===== config.mk =====
export PLATFORM = sky130hd
export DESIGN_NAME = apb_timer_irq
export DESIGN_NICKNAME = d
export VERILOG_FILES = /design/src/rtl/apb_timer_irq_pkg.sv /design/src/rtl/apb_irq_edge_sync.sv /design/src/rtl/apb_timer_irq.sv
export SDC_FILE = /design/constraint.sdc
export NUM_CORES = 1
export LEC_CHECK = 0
export CAP_MARGIN = 5
export CORE_UTILIZATION = 23
export DETAILED_ROUTE_END_ITERATION = 16
export HOLD_SLACK_MARGIN = 0.05
export RECOVER_POWER = 50
export SLEW_MARGIN = 20
export SYNTH_ARGS = -nofsm -noshare
export SYNTH_HDL_FRONTEND = slang
export SYNTH_SLANG_ARGS = --single-unit

===== constraint.sdc =====
create_clock -name APB_PCLK -period 5.4 [get_ports APB_PCLK]
set_clock_uncertainty 0.15 [all_clocks]
set_input_delay 0.54 -clock APB_PCLK [delete_from_list [all_inputs] [get_ports APB_PCLK]]
set_output_delay 0.54 -clock APB_PCLK [all_outputs]
set_load 0.01 [all_outputs]

===== src/rtl/apb_timer_irq_pkg.sv =====
// Shared register map, control bit positions and APB handshake states for apb_timer_irq.
package apb_timer_irq_pkg;

    localparam logic [4:0] ADDR_CTRL  = 5'h00;
    localparam logic [4:0] ADDR_STAT  = 5'h04;
    localparam logic [4:0] ADDR_COUNT = 5'h08;
    localparam logic [4:0] ADDR_CMP   = 5'h0C;
    localparam logic [4:0] ADDR_PRESC = 5'h10;
    localparam logic [4:0] ADDR_EPEND = 5'h14;
    localparam logic [4:0] ADDR_EEN   = 5'h18;

    localparam int CTRL_TEN = 0;
    localparam int CTRL_TIE = 1;
    localparam int CTRL_ARL = 2;

    typedef enum logic {
        ST_IDLE = 1'b0,
        ST_ACK  = 1'b1
    } apb_state_t;

    // Anything past the last register or not word aligned is rejected.
    function automatic logic addr_error(input logic [4:0] addr);
        return (addr > ADDR_EEN) || (addr[1:0] != 2'b00);
    endfunction

endpackage


===== src/rtl/apb_irq_edge_sync.sv =====
// Per-line two-flop synchroniser followed by a rising-edge detector on the synced value.
module apb_irq_edge_sync #(
    parameter int W = 4
) (
    input  logic         clk,
    input  logic         srst,
    input  logic [W-1:0] async_in,
    output logic [W-1:0] rise
);

    genvar gi;
    generate
        for (gi = 0; gi < W; gi++) begin : g_line
            logic meta_reg;
            logic sync_reg;
            logic prev_reg;

            always_ff @(posedge clk) begin
                if (srst) begin
                    meta_reg <= 1'b0;
                    sync_reg <= 1'b0;
                    prev_reg <= 1'b0;
                end else begin
                    meta_reg <= async_in[gi];
                    sync_reg <= meta_reg;
                    prev_reg <= sync_reg;
                end
            end

            assign rise[gi] = sync_reg & ~prev_reg;
        end
    endgenerate

endmodule


===== src/rtl/apb_timer_irq.sv =====
// APB timer with compare plus edge-triggered external lines, merged into one level interrupt.
module apb_timer_irq
    import apb_timer_irq_pkg::*;
#(
    parameter int USE_PENABLE = 1,
    parameter int N_EXT       = 4,
    parameter int PRESC_W     = 8
) (
    input  logic             APB_PCLK,
    input  logic             APB_PRESET,
    input  logic             APB_psel,
    input  logic             APB_penable,
    input  logic             APB_pwrite,
    input  logic [4:0]       APB_paddr,
    input  logic [31:0]      APB_pwdata,
    output logic [31:0]      APB_prdata,
    output logic             APB_pready,
    output logic             APB_perr,
    input  logic [N_EXT-1:0] ext_irq,
    output logic             interrupt
);

    apb_state_t state_reg, state_next;
    logic               access, commit, addr_err, wr_ok;
    logic               wr_ctrl, wr_stat, wr_count, wr_cmp, wr_presc, wr_epend, wr_een;
    logic [31:0]        rdata;
    logic [2:0]         ctrl_reg;
    logic               tpend_reg;
    logic [31:0]        count_reg, cmp_reg;
    logic [PRESC_W-1:0] presc_reg, pcnt_reg;
    logic [N_EXT-1:0]   epend_reg, een_reg, ext_rise, epend_clr;
    logic [31:0]        prdata_reg;
    logic               perr_reg, irq_reg;
    logic               tick, match;

    assign access = APB_psel && (APB_penable || (USE_PENABLE == 0));

    always_comb begin
        state_next = state_reg;
        commit     = 1'b0;
        case (state_reg)
            ST_IDLE: begin
                if (access) begin
                    state_next = ST_ACK;
                    commit     = 1'b1;
                end
            end
            ST_ACK:  state_next = ST_IDLE;
            default: state_next = ST_IDLE;
        endcase
    end

    assign addr_err = addr_error(APB_paddr);
    assign wr_ok    = commit && APB_pwrite && !addr_err;
    assign wr_ctrl  = wr_ok && (APB_paddr == ADDR_CTRL);
    assign wr_stat  = wr_ok && (APB_paddr == ADDR_STAT);
    assign wr_count = wr_ok && (APB_paddr == ADDR_COUNT);
    assign wr_cmp   = wr_ok && (APB_paddr == ADDR_CMP);
    assign wr_presc = wr_ok && (APB_paddr == ADDR_PRESC);
    assign wr_epend = wr_ok && (APB_paddr == ADDR_EPEND);
    assign wr_een   = wr_ok && (APB_paddr == ADDR_EEN);

    always_comb begin
        rdata = '0;
        case (APB_paddr)
            ADDR_CTRL:  rdata[2:0]         = ctrl_reg;
            ADDR_STAT:  rdata[0]           = tpend_reg;
            ADDR_COUNT: rdata              = count_reg;
            ADDR_CMP:   rdata              = cmp_reg;
            ADDR_PRESC: rdata[PRESC_W-1:0] = presc_reg;
            ADDR_EPEND: rdata[N_EXT-1:0]   = epend_reg;
            ADDR_EEN:   rdata[N_EXT-1:0]   = een_reg;
            default:    rdata              = '0;
        endcase
    end

    assign tick      = ctrl_reg[CTRL_TEN] && (pcnt_reg == presc_reg);
    assign match     = tick && (count_reg == cmp_reg);
    assign epend_clr = wr_epend ? APB_pwdata[N_EXT-1:0] : '0;

    apb_irq_edge_sync #(.W(N_EXT)) u_edge_sync (
        .clk      (APB_PCLK),
        .srst     (APB_PRESET),
        .async_in (ext_irq),
        .rise     (ext_rise)
    );

    always_ff @(posedge APB_PCLK) begin
        if (APB_PRESET) begin
            state_reg  <= ST_IDLE;
            prdata_reg <= '0;
            perr_reg   <= 1'b0;
            ctrl_reg   <= '0;
            tpend_reg  <= 1'b0;
            count_reg  <= '0;
            cmp_reg    <= '0;
            presc_reg  <= '0;
            pcnt_reg   <= '0;
            epend_reg  <= '0;
            een_reg    <= '0;
            irq_reg    <= 1'b0;
        end else begin
            state_reg <= state_next;
            if (commit) begin
                prdata_reg <= addr_err ? '0 : rdata;
                perr_reg   <= addr_err;
            end
            if (wr_ctrl)  ctrl_reg  <= APB_pwdata[2:0];
            if (wr_cmp)   cmp_reg   <= APB_pwdata;
            if (wr_presc) presc_reg <= APB_pwdata[PRESC_W-1:0];
            if (wr_een)   een_reg   <= APB_pwdata[N_EXT-1:0];

            // Rewriting PRESC restarts the divide so the new period takes effect cleanly.
            if (wr_presc || !ctrl_reg[CTRL_TEN] || tick)
                pcnt_reg <= '0;
            else
                pcnt_reg <= pcnt_reg + 1'b1;

            if (wr_count)
                count_reg <= APB_pwdata;
            else if (tick)
                count_reg <= (match && ctrl_reg[CTRL_ARL]) ? 32'd0 : count_reg + 32'd1;

            // A hardware set in the same cycle as a W1C wins.
            tpend_reg <= match | (tpend_reg & ~(wr_stat & APB_pwdata[0]));
            epend_reg <= ext_rise | (epend_reg & ~epend_clr);
            irq_reg   <= (tpend_reg & ctrl_reg[CTRL_TIE]) | (|(epend_reg & een_reg));
        end
    end

    assign APB_prdata = prdata_reg;
    assign APB_pready = (state_reg == ST_ACK);
    assign APB_perr   = perr_reg;
    assign interrupt  = irq_reg;

endmodule

==> results of run 1 <==
cells by family after synthesis:
family / share of synthesized area [%]
simple gates: 24.9
compound gates: 18.8
flops: 40.4
buf+inv: 5.44
xor+xnor: 6.87
mux: 3.15
fa+ha+maj: 0.364
per-layer routing:
layer	GRT usage [%]	part of all wire (%)	vias to the layer above	wire (microns)
met1	18.3	46	2976	9600
li1	-	-	3078	-
met2	21.5	46	192	9580
met4	5.29	2.3	0	486
met3	3.46	6.4	29	1350
met5	0	0	-	0
cell usage in the layout, fill, tap and decap left out, types with 4 or more instances in the layout:
cell | netlist | routed
dfxtp_1 | 139 | 139
nor2_1 | 107 | 107
nand2_1 | 106 | 106
a21oi_1 | 89 | 89
xnor2_1 | 44 | 44
clkdlybuf4s50_1 | 0 | 42
dlygate4sd3_1 | 0 | 37
nand3_1 | 36 | 36
a22oi_1 | 30 | 30
o21ai_0 | 23 | 23
nand4_1 | 18 | 18
nor3_1 | 18 | 18
clkbuf_16 | 0 | 17
mux2i_1 | 16 | 16
nor2b_1 | 14 | 14
and3_1 | 12 | 12
o21ai_1 | 12 | 12
xor2_1 | 10 | 10
a211oi_1 | 9 | 9
buf_4 | 4 | 9
a21o_1 | 8 | 8
inv_1 | 7 | 7
nor4_2 | 7 | 7
a32oi_1 | 7 | 7
and2_1 | 8 | 7
a222oi_1 | 5 | 5
nand2b_1 | 5 | 5
o21a_1 | 5 | 5
a211oi_2 | 5 | 5
clkinv_4 | 0 | 5
a2bb2oi_1 | 4 | 4
and4_1 | 4 | 4
or3_1 | 4 | 4
how the worst max path moves through the flow:
stage,from,endpoint,slack (ns),depth (start not counted)
floorplan,APB_paddr[4],count_reg[10]$_SDFFE_PP0P_,3.30,8
detailed placement,APB_paddr[2],count_reg[23]$_SDFFE_PP0P_,1.00,7
finish,APB_paddr[2],count_reg[23]$_SDFFE_PP0P_,1.60,7
global placement,APB_paddr[2],count_reg[23]$_SDFFE_PP0P_,1.10,7
CTS,APB_paddr[2],count_reg[23]$_SDFFE_PP0P_,1.42,7
global route,APB_paddr[2],count_reg[23]$_SDFFE_PP0P_,1.41,7
worst max-delay path, delay by kind of cell:
| kind | cells | cell delay (ns) |
|---|---|---|
| simple gates | 5 | 2.10 |
| compound gates | 1 | 0.41 |
| buf+inv | 1 | 0.93 |
layout make-up:
type	count	area [sq um]
Clock buffer	17	425
Clock inverter	15	166
Fill cell	3064	20600
Inverter	7	26.3
Multi-Input combinational cell	636	3720
Sequential cell	139	2780
Tap cell	384	480
Timing Repair Buffer	91	870
report_power, final:
part	internal, mW	switching (mW)
logic	0.0704	0.0843
clock network	0.688	0.491
registers	1.04	0.0276
through the flow:
step / cell area, sq um / util, % / cells / total power [mW] / hold WS (ns)
6_report: 8480 / 29.1 / 1289 / 2.40 / 0.286
5_1_grt: 8480 / 29.1 / 1289 / 2.48 / 0.304
4_1_cts: 8490 / 29.2 / 1289 / 2.43 / 0.289
3_5_place_dp: 7890 / 27.1 / 1257 / 1.25 / 0.273
3_3_place_gp: 7890 / 27.1 / 1257 / 1.25 / 0.266
2_1_floorplan: 6880 / - / 859 / 1.18 / 0.264
==> results.txt, run 1 <==
Total GRT Usage - 13.8%
Distinct cells, synth - 55
Flop2flop setup slack - 2.73 ns
Synth top area share - 40.4%
Final Critical Period - 3.80 ns
Pre-CTS setup slack - 1.00 ns
First-pass GRT wire length - 33300 microns
Clock latency on the worst-skew pair - 0.43 ns
Antenna violations before repair - 1
Post-synth top cells - dfxtp_1, nor2_1, nand2_1
Vias in the first global route - 5911
Total die area - 0.0306 sq mm
Fmax - 263 MHz
Setup_tns - 0 ns
Routed WL - 21000 microns
WL/cell - 16.3 microns
H-tree Lvls - 4
CP required - 5.57 ns
Port bufs - 80
Clk pin slew, worst setup/hold paths - 0.06 ns
Setup Crit Path Kind - in -> reg
HPWL Detailed - 14700 microns
Worst hold stages - 1
DRC Markers - 0
Reg2reg start - APB_pready$_SDFF_PP0_
Nets@finish - 940
Post-Syn Instances - 859
Outcome - complete, but fails checks
Final setup fails - 0
Cell Rows - 62
Reg-to-reg endpoint - count_reg[23]$_SDFFE_PP0P_
Post-CTS sizing - 0
Synthesized area - 0.00688 sq mm
Detailed Routing Iterations Pass 1 - 5
FFs w/ async S/R, synth - 0%
Failing checks - capacitance limit, slew limit
Setup ws final - 1.60 ns
Seq/Total Area, Yosys - 40.4%
Final Hold Vio Count - 0
Area leader, netlist - dfxtp_1
Area grow syn2layout - 23.2%
Antenna-violating nets left - 0
Largest net degree at the start of global routing - 69
1st-iter DRT viols - 525
CTS tree - built
Clk root buf - clkbuf_16
CP max FO - 30
Share of layout cells above drive strength 1 - 7.18%
Vias - 6275
Slowest-stage cell, CP - dlygate4sd3_1
Startpoint types - primary input
# diodes - 0
Synth area leaders - dfxtp_1, a21oi_1, nor2_1
Core area - 0.0291 sq mm
Setup crit end kind - register
Pins over their slew limit - 34
Pwr/cell area - 284 mW/mm^2
Post-CTS setup buffers - 0
GRT overflow - 0
MaxCap Viol Count - 1
Syn avg cell area - 8.01 sq um
Slew headroom - -8.89%
IO Pins - 81
Total CTS buffers - 17
Clock tree buffer depth - 2
Worst EP arrival - 3.98 ns
Final period utilization - 70.5%
Leak - 2.76 nW
Critical path's largest stage delay - 0.93 ns
Hold path start - u_edge_sync.g_line[0].meta_reg$_SDFF_PP0_
#FFs+latches synth - 139
Chip Height - 175 microns
Hold Path End - u_edge_sync.g_line[0].sync_reg$_SDFF_PP0_
Clk sinks - 139
CTS Hold Bufs - 0
Ys flop type - dfxtp_1
EDFF count, synth - 0
Worst vdd ir - 0.000185 V
Via density - 4.87
Initial core utilization - 23.7%
Synth Net Count - 907
RSZ-0062 raised after global routing - no
GP Congestion - 0.874
Most common cell in the netlist - dfxtp_1
Die X - 175 microns
Worst min path class - reg -> reg
Yosys warnings - 0
Slew at the pin closest to its max-slew limit - 1.63 ns
CP Cell Sequence - dlygate4sd3_1 > nor3_2 > and2_2 > and3_1 > nor2_1 > nand3_1 > o311ai_1
R2R depth - 5
Power figures use the tool's default switching activity.
==> run 2: changes to the inputs <==
- clock period: 5.4 -> 3.55 ns (I/O delays scaled with it)
==> results.txt, run 2 (synthesis results as in run 1) <==
Critical path origin - APB_paddr[2]
Setup_tns - 0 ns (unchanged)
WP buf/inv - 2 (+1)
Final period utilization - 84.1%
First-pass GRT wire length - 35100 microns (+5.2%)
Total CTS buffers - 17 (unchanged)
RSZ-0062 raised after global routing - no
Critical path's largest stage delay - 0.60 ns (-0.33 ns)
Hold path start - u_edge_sync.g_line[2].meta_reg$_SDFF_PP0_
Via density - 4.97 (+2.0%)
Worst vdd ir - 0.000252 V (+36%)
Reg-to-reg endpoint - count_reg[9]$_SDFFE_PP0P_
Pins over their slew limit - 44 (+29%)
Design Power - 3.69 mW (+54%)
Fillers - 3108 (+1.4%)
Setup crit end kind - register
Total die area - 0.0306 sq mm (unchanged)
CTS tree - built
GP Congestion - 0.894 (+2.3%)
Post-CTS sizing - 0 (unchanged)
Antenna violations before repair - 1 (unchanged)
Commonest non-fill, non-tap cell in the layout - dfxtp_1
CP required - 3.73 ns (-1.84 ns)
H-tree Lvls - 4 (unchanged)
Total GRT Usage - 14.7% (+0.92 points)
Detailed Routing Iterations Pass 1 - 5 (unchanged)
Clk sinks - 139 (unchanged)
Final instance area - 0.00856 sq mm (+1.0%)
Outcome - complete, but fails checks
Failing checks - capacitance limit, slew limit
IO Pins - 81 (unchanged)
Clk pin slew, worst setup/hold paths - 0.06 ns (about the same)
Setup Crit Path Kind - in -> reg
Worst hold stages - 1 (unchanged)
Fmax - 335 MHz
Nets@finish - 952 (+1.3%)
Clk root buf - clkbuf_16
WL/cell - 17.2 microns (+5.3%)
Vias - 6462 (+3.0%)
Chip Height - 175 microns (unchanged)
Leak - 2.82 nW (+2.3%)
CP Cell Sequence - dlygate4sd3_1 > clkbuf_1 > nor3_1 > and2_1 > and3_1 > nor2_1 > nand3_1 > o311ai_1
1st-iter DRT viols - 547 (+4.2%)
Final setup fails - 0 (unchanged)
Largest net degree at the start of global routing - 50 (-28%)
GRT overflow - 0 (unchanged)
Post-CTS setup buffers - 0 (unchanged)
Crit path max-delay family - simple AND/OR/NAND/NOR gates
Share of layout cells above drive strength 1 - 8.18% (+1.0 points)
Reg2reg start - count_reg[22]$_SDFFE_PP0P_
Area grow syn2layout - 24.4%
Pwr/cell area - 432 mW/mm^2 (+52%)
Slew headroom - -38.1% (-29 points)
WHS - 0.285 ns (-0.000644 ns)
Core area - 0.0291 sq mm (unchanged)
Flop2flop setup slack - 0.74 ns (-1.99 ns)
Worst min path class - reg -> reg
MaxCap Viol Count - 1 (unchanged)
R2R depth - 7 (+2)
Clock tree buffer depth - 2 (unchanged)
Routed WL - 22300 microns (+6.2%)
Commonest cells after routing, fill and taps aside - dfxtp_1, nor2_1, nand2_1
Die X - 175 microns (unchanged)
Critical Path Stages - 8 (+1)
DRC Markers - 0 (unchanged)
Clock latency on the worst-skew pair - 0.43 ns (about the same)
CTS Hold Bufs - 0 (unchanged)
Placed inst area - 0.00799 sq mm (+1.2%)
Initial core utilization - 23.7% (unchanged)
Startpoint types - primary input
HPWL Detailed - 16000 microns (+9.0%)
Antenna-violating nets left - 0 (unchanged)
Final Critical Period - 2.99 ns
Cell Rows - 62 (unchanged)
Slowest-stage cell, CP - clkbuf_1
Slew at the pin closest to its max-slew limit - 2.07 ns (+0.439 ns)
Worst EP arrival - 3.17 ns (-0.81 ns)
Final core occ - 29.4% (+0.30 points)
Port bufs - 80 (unchanged)
Hold Path End - u_edge_sync.g_line[2].sync_reg$_SDFF_PP0_
Final Hold Vio Count - 0 (unchanged)
Vias in the first global route - 6033 (+2.1%)
CP max FO - 14 (-53%)
# diodes - 0 (unchanged)
==> run 2: cell types whose count changed in the layout (fill, tap and decap cells not counted), moves of 2 or more <==
cell	delta
clkbuf_2	+2
inv_6	+2
buf_4	+10
clkinv_2	-2
==> run 2: final cells by class <==
class | instances | area, sq um | share of cell area [%]
flip-flops and latches | 139 | 2780 | 32.5
inverters | 7 | 26.3 | 0.307
multi-input cells | 636 | 3720 | 43.4
well taps | 384 | 480 | 5.61
clock buffers | 19 | 443 | 5.17
repair buffers | 103 | 955 | 11.2
clock inverters | 13 | 155 | 1.81
==> run 2: worst max-delay path by stage <==
stage                                  to  slack [ns]
4_1_cts        count_reg[27]$_SDFFE_PP0P_        0.82
5_1_grt        count_reg[23]$_SDFFE_PP0P_        0.40
3_3_place_gp   APB_prdata[6]$_SDFFE_PP0N_        0.63
2_1_floorplan  count_reg[28]$_SDFFE_PP0P_        1.57
3_5_place_dp   APB_prdata[6]$_SDFFE_PP0N_        0.66
6_report       count_reg[23]$_SDFFE_PP0P_        0.56
==> run 2: routing by layer <==
metal | up-vias | global-route usage [%] | routed length, microns
met5 | - | 0 | 13
met2 | 258 | 21.9 | 9820
met1 | 3082 | 20.0 | 9950
met3 | 35 | 4.35 | 2000
met4 | 2 | 5.65 | 546
li1 | 3085 | - | -
==> run 2: where the power goes <==
group          internal, mW  switching [mW]  total [mW]  leakage, nW
logic                 0.112           0.143       0.255         1.41
registers              1.59          0.0382        1.62         1.12
clock network          1.07           0.746        1.82        0.290
==> run 2: worst reg2reg max path, cell delays in order (launching register included) <==
cell and delay [ns]:
dfxtp_1 0.39, xnor2_1 0.36, nand4_1 0.21, nor4_2 0.32, nand4_1 0.52, buf_4 0.43, a32oi_1 0.22, o21ai_1 0.10
==> run 2: metrics by stage <==
stage,std cells,setup slack (ns)
global placement,1269,0.632
detailed placement,1269,0.665
floorplan,859,1.57
global route,1301,0.399
finish,1301,0.565
CTS,1301,0.825
==> run 3: changes to the inputs <==
- clock period: 3.55 -> 2.93 ns (I/O delays scaled with it)
==> results.txt, run 3 (synthesis results as in run 1) <==
Cell Rows - 62 (unchanged)
Final period utilization - 82.5%
IO Pins - 81 (unchanged)
Pwr/cell area - 512 mW/mm^2 (+19%)
CTS tree - built
Detailed Routing Iterations Pass 1 - 5 (unchanged)
Slew at the pin closest to its max-slew limit - 1.06 ns (-1.02 ns)
Clk sinks - 139 (unchanged)
RSZ-0062 raised after global routing - no
GRT met1 Usage - 19.6% (-0.34 points)
Slew headroom - 29.5% (+68 points)
MaxCap Viol Count - 0 (-1)
Final Critical Period - 2.42 ns
Chip Height - 175 microns (unchanged)
Worst vdd ir - 0.000300 V (+19%)
HPWL Detailed - 15700 microns (-2.2%)
Routed WL - 21900 microns (-2.0%)
Worst min path class - in -> reg
Worst EP arrival - 2.53 ns (-0.64 ns)
Antenna-violating nets left - 0 (unchanged)
Die X - 175 microns (unchanged)
Outcome - complete, no violations
Nets@finish - 963 (+1.2%)
Clock tree buffer depth - 2 (unchanged)
GR peak layer - met2
Area grow syn2layout - 25.7%
Share of layout cells above drive strength 1 - 9.49% (+1.3 points)
WHS - 0.262 ns (-0.0233 ns)
Setup Crit Path Kind - in -> reg
H-tree Lvls - 4 (unchanged)
Port bufs - 80 (unchanged)
Clock latency on the worst-skew pair - 0.44 ns (about the same)
CP required - 3.05 ns (-0.68 ns)
Vias - 6373 (-1.4%)
CP max FO - 9 (-5)
Total GRT Usage - 14.5% (-0.27 points)
Final Hold Vio Count - 0 (unchanged)
1st-iter DRT viols - 610 (+12%)
Clk pin slew, worst setup/hold paths - 0.06 ns (about the same)
WL/cell - 16.7 microns (-2.8%)
DRC Markers - 0 (unchanged)
Post-CTS setup buffers - 0 (unchanged)
Post-CTS sizing - 0 (unchanged)
Final setup fails - 0 (unchanged)
Met2 Use GR - 22.6% (+0.69 points)
Antenna violations before repair - 1 (unchanged)
Clk root buf - clkbuf_16
Fmax - 414 MHz
Vias in the first global route - 6070 (+0.61%)
Final core occ - 29.7% (+0.30 points)
Largest net degree at the start of global routing - 52 (+4.0%)
GR Layer Usage met3 - 3.29% (-1.1 points)
Via density - 4.86 (-2.2%)
Fillers - 3100 (-0.26%)
Commonest non-fill, non-tap cell in the layout - dfxtp_1
First-pass GRT wire length - 34300 microns (-2.2%)
Initial core utilization - 23.7% (unchanged)
GP Congestion - 0.922 (+3.2%)
Commonest cells after routing, fill and taps aside - dfxtp_1, nor2_1, nand2_1
Leak - 2.87 nW (+1.8%)
Setup_tns - 0 ns (unchanged)
Core area - 0.0291 sq mm (unchanged)
Total die area - 0.0306 sq mm (unchanged)
Total CTS buffers - 17 (unchanged)
Pins over their slew limit - 0 (-100%)
CTS Hold Bufs - 0 (unchanged)
Setup crit end kind - register
GRT overflow - 0 (unchanged)
Startpoint types - primary input
==> run 3: stage by stage <==
stage | setup slack [ns] | instance area [sq um] | cells | power [mW]
2_1_floorplan | 0.949 | 6880 | 859 | 2.17
3_3_place_gp | 0.344 | 8080 | 1280 | 2.34
3_5_place_dp | 0.275 | 8080 | 1280 | 2.34
4_1_cts | 0.590 | 8650 | 1311 | 4.46
5_1_grt | 0.303 | 8650 | 1311 | 4.57
6_report | 0.514 | 8650 | 1312 | 4.43
==> run 3: path summary, 6_finish.rpt <==
check	endpoint	startpoint	cells after the start	slack, ns
min	u_edge_sync.g_line[1].meta_reg$_SDFF_PP0_	ext_irq[1]	2	0.26
min reg2reg	u_edge_sync.g_line[3].sync_reg$_SDFF_PP0_	u_edge_sync.g_line[3].meta_reg$_SDFF_PP0_	1	0.28
max	epend_reg[1]$_SDFF_PP0_	APB_paddr[1]	7	0.51
max reg2reg	count_reg[12]$_SDFFE_PP0P_	count_reg[6]$_SDFFE_PP0P_	7	0.58
==> run 3: power breakdown <==
part           internal (mW)  total, mW  switching, mW
Combinational          0.150      0.332          0.182
Clock                   1.25       2.13          0.879
Sequential              1.92       1.96         0.0408
Total                   3.33       4.43           1.10
==> run 3: critical path, cell delays in order <==
cell and delay (ns):
dlygate4sd3_1 0.56, nor2_1 0.43, and3_1 0.43, nand2_1 0.14, or3_1 0.40, o21ai_0 0.18, a21oi_1 0.08
==> run 3: per-layer routing <==
layer,wire length [microns],vias up
li1,-,3113
met1,10000,3016
met2,10000,226
met3,1500,18
met4,327,0
met5,0,-
==> run 3: final cells by class <==
class / instances / area, sq um / share of cell area, %
Sequential cell: 139 / 2780 / 32.2
Clock inverter: 13 / 144 / 1.66
Inverter: 7 / 26.3 / 0.304
Clock buffer: 18 / 429 / 4.96
Timing Repair Buffer: 114 / 1060 / 12.3
Tap cell: 384 / 480 / 5.55
Antenna cell: 1 / 2.50 / 0.0289
Multi-Input combinational cell: 636 / 3720 / 43.0
